--- src/rtl/data_cal_seq.sv ---
// Sequencer for the nibble-sum calculator: loads one word with sel=0, steps sel 1..3,
// captures the three sums as they emerge and offers them as one packed result.
module data_cal_seq #(
    parameter int CAL_LAT = 1
) (
    input  logic        clk,
    input  logic        rst,
    input  logic        in_valid,
    output logic        in_ready,
    input  logic [15:0] in_data,
    output logic [15:0] cal_d,
    output logic [1:0]  cal_sel,
    input  logic [4:0]  cal_out,
    input  logic        cal_validout,
    output logic        res_valid,
    input  logic        res_ready,
    output logic [14:0] res_data,
    output logic        res_err
);

    typedef enum logic [2:0] {
        IDLE,
        ISS1,
        ISS2,
        ISS3,
        DRAIN,
        RESP
    } state_t;

    state_t      state;
    logic [15:0] hold;
    logic [4:0]  sum1;
    logic [4:0]  sum2;
    logic [4:0]  sum3;
    logic        err;
    logic [1:0]  tag_pipe [CAL_LAT];
    logic [1:0]  tag_out;

    // Tag 0 marks an empty slot; tags 1..3 name the sum arriving on cal_out.
    assign tag_out = tag_pipe[CAL_LAT-1];

    // The pass-through paths are held low for as long as rst is asserted.
    assign in_ready = !rst && (state == IDLE);
    assign cal_d    = rst ? 16'h0000 : ((state == IDLE) ? in_data : hold);
    assign res_data = {sum3, sum2, sum1};
    assign res_err  = err;

    // NOTE: all state below uses non-blocking assignments so every register
    // samples pre-edge values, independent of statement order.
    always_ff @(posedge clk or posedge rst) begin
        if (rst) begin
            state     <= IDLE;
            hold      <= '0;
            cal_sel   <= '0;
            res_valid <= 1'b0;
            sum1      <= '0;
            sum2      <= '0;
            sum3      <= '0;
            err       <= 1'b0;
            // NOTE: the tag pipe is a shift register, not a RAM, so it is reset
            // with the rest of the state; a stale tag would cause a bogus capture.
            for (int i = 0; i < CAL_LAT; i++) begin
                tag_pipe[i] <= '0;
            end
        end else begin
            tag_pipe[0] <= cal_sel;
            for (int i = 1; i < CAL_LAT; i++) begin
                tag_pipe[i] <= tag_pipe[i-1];
            end

            if (tag_out != 2'd0) begin
                case (tag_out)
                    2'd1:    sum1 <= cal_out;
                    2'd2:    sum2 <= cal_out;
                    default: sum3 <= cal_out;
                endcase
                if (!cal_validout) begin
                    err <= 1'b1;
                end
            end

            case (state)
                IDLE: begin
                    if (in_valid && in_ready) begin
                        hold    <= in_data;
                        cal_sel <= 2'd1;
                        state   <= ISS1;
                    end
                end
                ISS1: begin
                    cal_sel <= 2'd2;
                    state   <= ISS2;
                end
                ISS2: begin
                    cal_sel <= 2'd3;
                    state   <= ISS3;
                end
                ISS3: begin
                    cal_sel <= 2'd0;
                    state   <= DRAIN;
                end
                DRAIN: begin
                    // sum3 is captured on this same edge, so the result is complete in RESP.
                    if (tag_out == 2'd3) begin
                        res_valid <= 1'b1;
                        state     <= RESP;
                    end
                end
                RESP: begin
                    if (res_ready) begin
                        res_valid <= 1'b0;
                        err       <= 1'b0;
                        state     <= IDLE;
                    end
                end
                default: begin
                    cal_sel   <= 2'd0;
                    res_valid <= 1'b0;
                    state     <= IDLE;
                end
            endcase
        end
    end

endmodule

--- config.mk ---
export PLATFORM = sky130hd
export DESIGN_NAME = data_cal_seq
export DESIGN_NICKNAME = d
export VERILOG_FILES = /design/src/rtl/data_cal_seq.sv
export SDC_FILE = /design/constraint.sdc
export NUM_CORES = 1
export LEC_CHECK = 0
export ABC_AREA = 1
export CAP_MARGIN = 10
export CORE_MARGIN = 10
export CORE_UTILIZATION = 47
export CTS_BUF_LIST = sky130_fd_sc_hd__clkbuf_2
export DETAILED_ROUTE_END_ITERATION = 16
export GPL_TIMING_DRIVEN = 0
export PLACE_DENSITY_LB_ADDON = 0.15
export SYNTH_ARGS = -nofsm -noshare
export SYNTH_HDL_FRONTEND = slang
export SYNTH_SLANG_ARGS = --single-unit
--- constraint.sdc ---
create_clock -name clk -period 2.5 [get_ports clk]
set_clock_uncertainty 0.1 [all_clocks]
set_input_delay 0.25 -clock clk [delete_from_list [all_inputs] [get_ports clk]]
set_output_delay 0.25 -clock clk [all_outputs]
set_load 0.05 [all_outputs]
# Word level (Yosys, flattened, before mapping)
# Cells that the tools add are included.
# totals
out_inout_bits	36
word_cells	53
reg_bits	40
in_bits	26
# op_classes
mux	15
reduce_logical	15
bitwise	3
eq_ne	11
# ops
operator	n
$mux W16	2
$pmux W3 S6	1
$reduce_and A2 Y1	5
$mux W3	3
$pmux W2 S4	1
$eq A3 B2 Y1 const B	2
$eq A3 B3 Y1 const B	2
$mux W1	6
$reduce_and A3 Y1	2
$eq A2 B2 Y1 const B	2
$ne A2 B2 Y1 const B	2
$reduce_or A2 Y1	2
$reduce_or A4 Y1	1
$eq A3 B1 Y1 const B	1
$logic_not A3 Y1	1
$not A1 Y1	3
$pmux W1 S3	1
$eq A2 B1 Y1 const B	1
$logic_and A1 B1 Y1	2
$mux W2	1
$ne A2 B1 Y1 const B	1
$reduce_bool A2 Y1	1
$logic_not A1 Y1	1

# Depth between registers and ports, before layout
# depth
word_depth	5
mapped_depth	7
mapped_depth_nobuf	7

# Worst setup path after synthesis
# OpenSTA, ideal clock, no wires.
# synth_path
path_kind	input to output
start	input rst
end	output cal_d[10]
t_required_ns	2.150
cell_stages	4
n_path_buf	1
t_arrival_ns	2.668
path_slack_ns	-0.518
cell_sequence	inv_1 -> clkbuf_1 -> o21ai_0 -> nor2_1
# synth_via
elab_chain_cells	1
# synth_rtl
item	line	rtl
from (decl)	7	input logic rst,
$mux W16	44	assign cal_d = rst ? 16'h0000 : ((state == IDLE) ? in_data : hold);
to (decl)	11	output logic [15:0] cal_d,
# Every way passes these cells.

# Worst setup path after layout
# layout_path
start	register state[2]
end	output cal_d[4]
# layout_via
elab_chain_cells	3
# layout_rtl
item	line	rtl
from (decl)	30	state_t state;
from (signal assigned)	52	state <= IDLE;
from (signal assigned)	87	state <= ISS1;
from (signal assigned)	92	state <= ISS2;
$logic_not A3 Y1	44	
$mux W16 (2 in series)	44	
# Every way passes these cells.

==> impl_metrics.ini <==
[grt]
grt_first_pass_wirelength_um = 7780
grt_max_degree = 50
grt_pass1_vias = 1684
antenna_found_initial = 0
grt_overflow = 0
grt_usage_pct = 14.4

[clock_network]
tritoncts = built
path_clk_slew_ns = 0.19
cts-root-buf = clkbuf_2
max-clock-path-buffers = 2
cts_sinks = 40
cts_max_level = 2
insertion_delay_ns = 0.39
numCtsBuffers = 5

[timing]
max_freq_mhz = 420
finalSetupViolCount = 0
period_needed_ns = 2.38
drv_slew = 0
worst_slack_ns = 0.119
timing.hold.ws_ns = 0.131
rsz0062_at_grt = no
min_period_over_period_pct = 95.2
maxSlewHeadroom_pct = 66.1
hold_viol = 0
worst_slew_pin_slew_ns = 0.506

[die]
dieWidth_um = 82.5
row_count = 22
fp.dieArea_sq_mm = 0.00681
core-area_sq_mm = 0.00372
die_h_um = 82.5
start_util_pct = 49.5
pin_count = 62

[finish]
syn_to_final_growth_pct = 37.7
num-nets-final = 317
final_layout_size_suffix_gt1_share_pct = 12.4
fillers = 336
diodes = 0

[setup_path]
crit_type = reg2out
required_ns = 2.15
arrival_ns = 2.03
crit_path_start_kind = register
crit_path_end_kind = output port
cp_max_fo = 10

[logic_synthesis]
ys_top_cells_by_area = dfrtp_1 (54%), nand2_1 (13%), o21ai_0 (9.5%)
yosys_warnings = 0
syn_area_sq_mm = 0.00184
ys_seq_area_share_pct = 54.5
synth_top_area_share_pct = 54.5
syn_nets = 250
synth_top_cell_by_area = dfrtp_1
ys_seq_elements = 40
post_synth.cell_area_avg_sq_um = 8.21
ys_types = 18
synthCells = 224

[route]
routed_wl_um = 4570
met1Wirelength_um = 1970
wl_per_cell_um = 13.5
viasPerCell = 4.92
met3_length_um = 443
dr_total_vias = 1667
wl_met2_um = 2110
drtIter0Drc = 98
drc = 0
dr.pass1.iters = 4
ant_nets = 0
top_layer = met4

[power_and_ir_drop]
max-vdd-ir-drop_v = 0.000346
pwr_density_cell_mw_per_mm2 = 510
total_power_uw = 1290
power_leakage_uw = 0.00126

[placed_design]
place_ws_ns = -1.01
port_buffers = 60
gp_congestion = 0.784
dp_hpwl_um = 3420

[worst_hold_path]
hp-class = in2reg

[run_status]
run_status = complete, no violations

[job]
cap_violations = 0
==> registers in the layout (all words and copies together) (netlist names) <==
name       cells
sum1           5
state          3
cal_sel        2
tag_out        2
res_valid      1
sum2           5
res_err        1
sum3           5
hold          16
==> kinds of logic (layout without fill, tap and decap cells) <==
family	Yosys count	in the layout	synth area share [%]
AND/OR/NAND/NOR	119	119	28.4
AO/OA/AOI/OAI	41	41	11.4
buffers and inverters	24	91	5.79
flip-flops	40	40	54.5
==> routing by layer <==
metal	GRT usage [%]	vias to the layer above
met1	17.0	760
met4	3.51	0
met2	23.9	54
met3	5.72	4
met5	0	-
li1	-	849
==> path summary, 6_finish.rpt <==
| kind | from | to | slack, ns | cells past startpoint |
|---|---|---|---|---|
| setup / recovery | state[2] | cal_d[4] | 0.12 | 6 |
| hold / removal | in_valid | hold[13] | 0.13 | 3 |
| setup reg to reg | state[1] | hold[1] | 0.96 | 7 |
| hold reg to reg | cal_sel[1] | tag_out[1] | 0.33 | 0 |
| max in group asynchronous | rst | hold[14] | 1.62 | 3 |
| min in group asynchronous | rst | tag_out[1] | 0.46 | 3 |
==> per-stage QoR <==
step / cell area [sq um] / utilization, % / setup TNS, ns / std cells
floorplan: 1840 / - / 0 / 224
global route: 2530 / 68.1 / 0 / 339
detailed placement: 2500 / 67.3 / -8.86 / 332
CTS: 2590 / 69.8 / 0 / 339
global placement: 2500 / 67.3 / -8.86 / 332
finish: 2530 / 68.1 / 0 / 339
==> layout make-up <==
| cell class | instances | area, sq um | share of cell area (%) |
|---|---|---|---|
| inverters | 16 | 60.1 | 2.37 |
| clock inverters | 2 | 60.1 | 2.37 |
| multi-input cells | 160 | 731 | 28.9 |
| clock buffers | 5 | 25.0 | 0.989 |
| plain buffers | 8 | 62.6 | 2.47 |
| repair buffers | 60 | 532 | 21.0 |
| well taps | 48 | 60.1 | 2.37 |
| flip-flops and latches | 40 | 1000 | 39.5 |
==> critical path, stage by stage (launching register included) <==
cell and delay [ns]:
dfrtp_1 0.49, inv_2 0.13, nand2_1 0.11, nor2_4 0.23, nor2_1 0.06, nor2_1 0.12, clkdlybuf4s15_1 0.51
==> placed cells by master, fill, tap and decap left out <==
cell type        Yosys  final
inv_2                1      1
dfrtp_1             40     40
or2_2                1      1
a21oi_1              5      5
clkbuf_1             4      3
nor2_4               2      2
nand2_4              2      2
nor2_8               1      1
clkdlybuf4s50_1      0     43
bufinv_16            0      2
buf_12               0      1
clkdlybuf4s15_2      0      1
clkdlybuf4s15_1      0      1
clkbuf_2             0     12
o21ai_2              1      1
inv_1               15     15
nand2_1             63     63
buf_2                1      7
clkbuf_4             0      2
nand3b_1             1      1
nor2_1              31     31
o21ai_0             35     35
buf_6                1      1
nand3_1             18     18
buf_4                2      2
==> power breakdown <==
part / switching [uW] / internal (uW)
logic: 89.2 / 61.0
clock network: 207 / 264
registers: 7.06 / 662
==> cell usage after synthesis (all sizes together) <==
cell type  instances
nand3b             1
inv               16
clkbuf             4
or2                1
buf                4
nand2             65
nor2              34
a21oi              5
o21ai             36
nand3             18
dfrtp             40
==> what timing repair did <==
action                                  in CTS  in global routing
gates resized for setup                     37                 35
endpoints found under the setup margin      17                 17
hold buffers                                 0                  0
pin swaps                                    0                  0
buffers inserted                             0                  0
(Power assumes the default switching activity.)
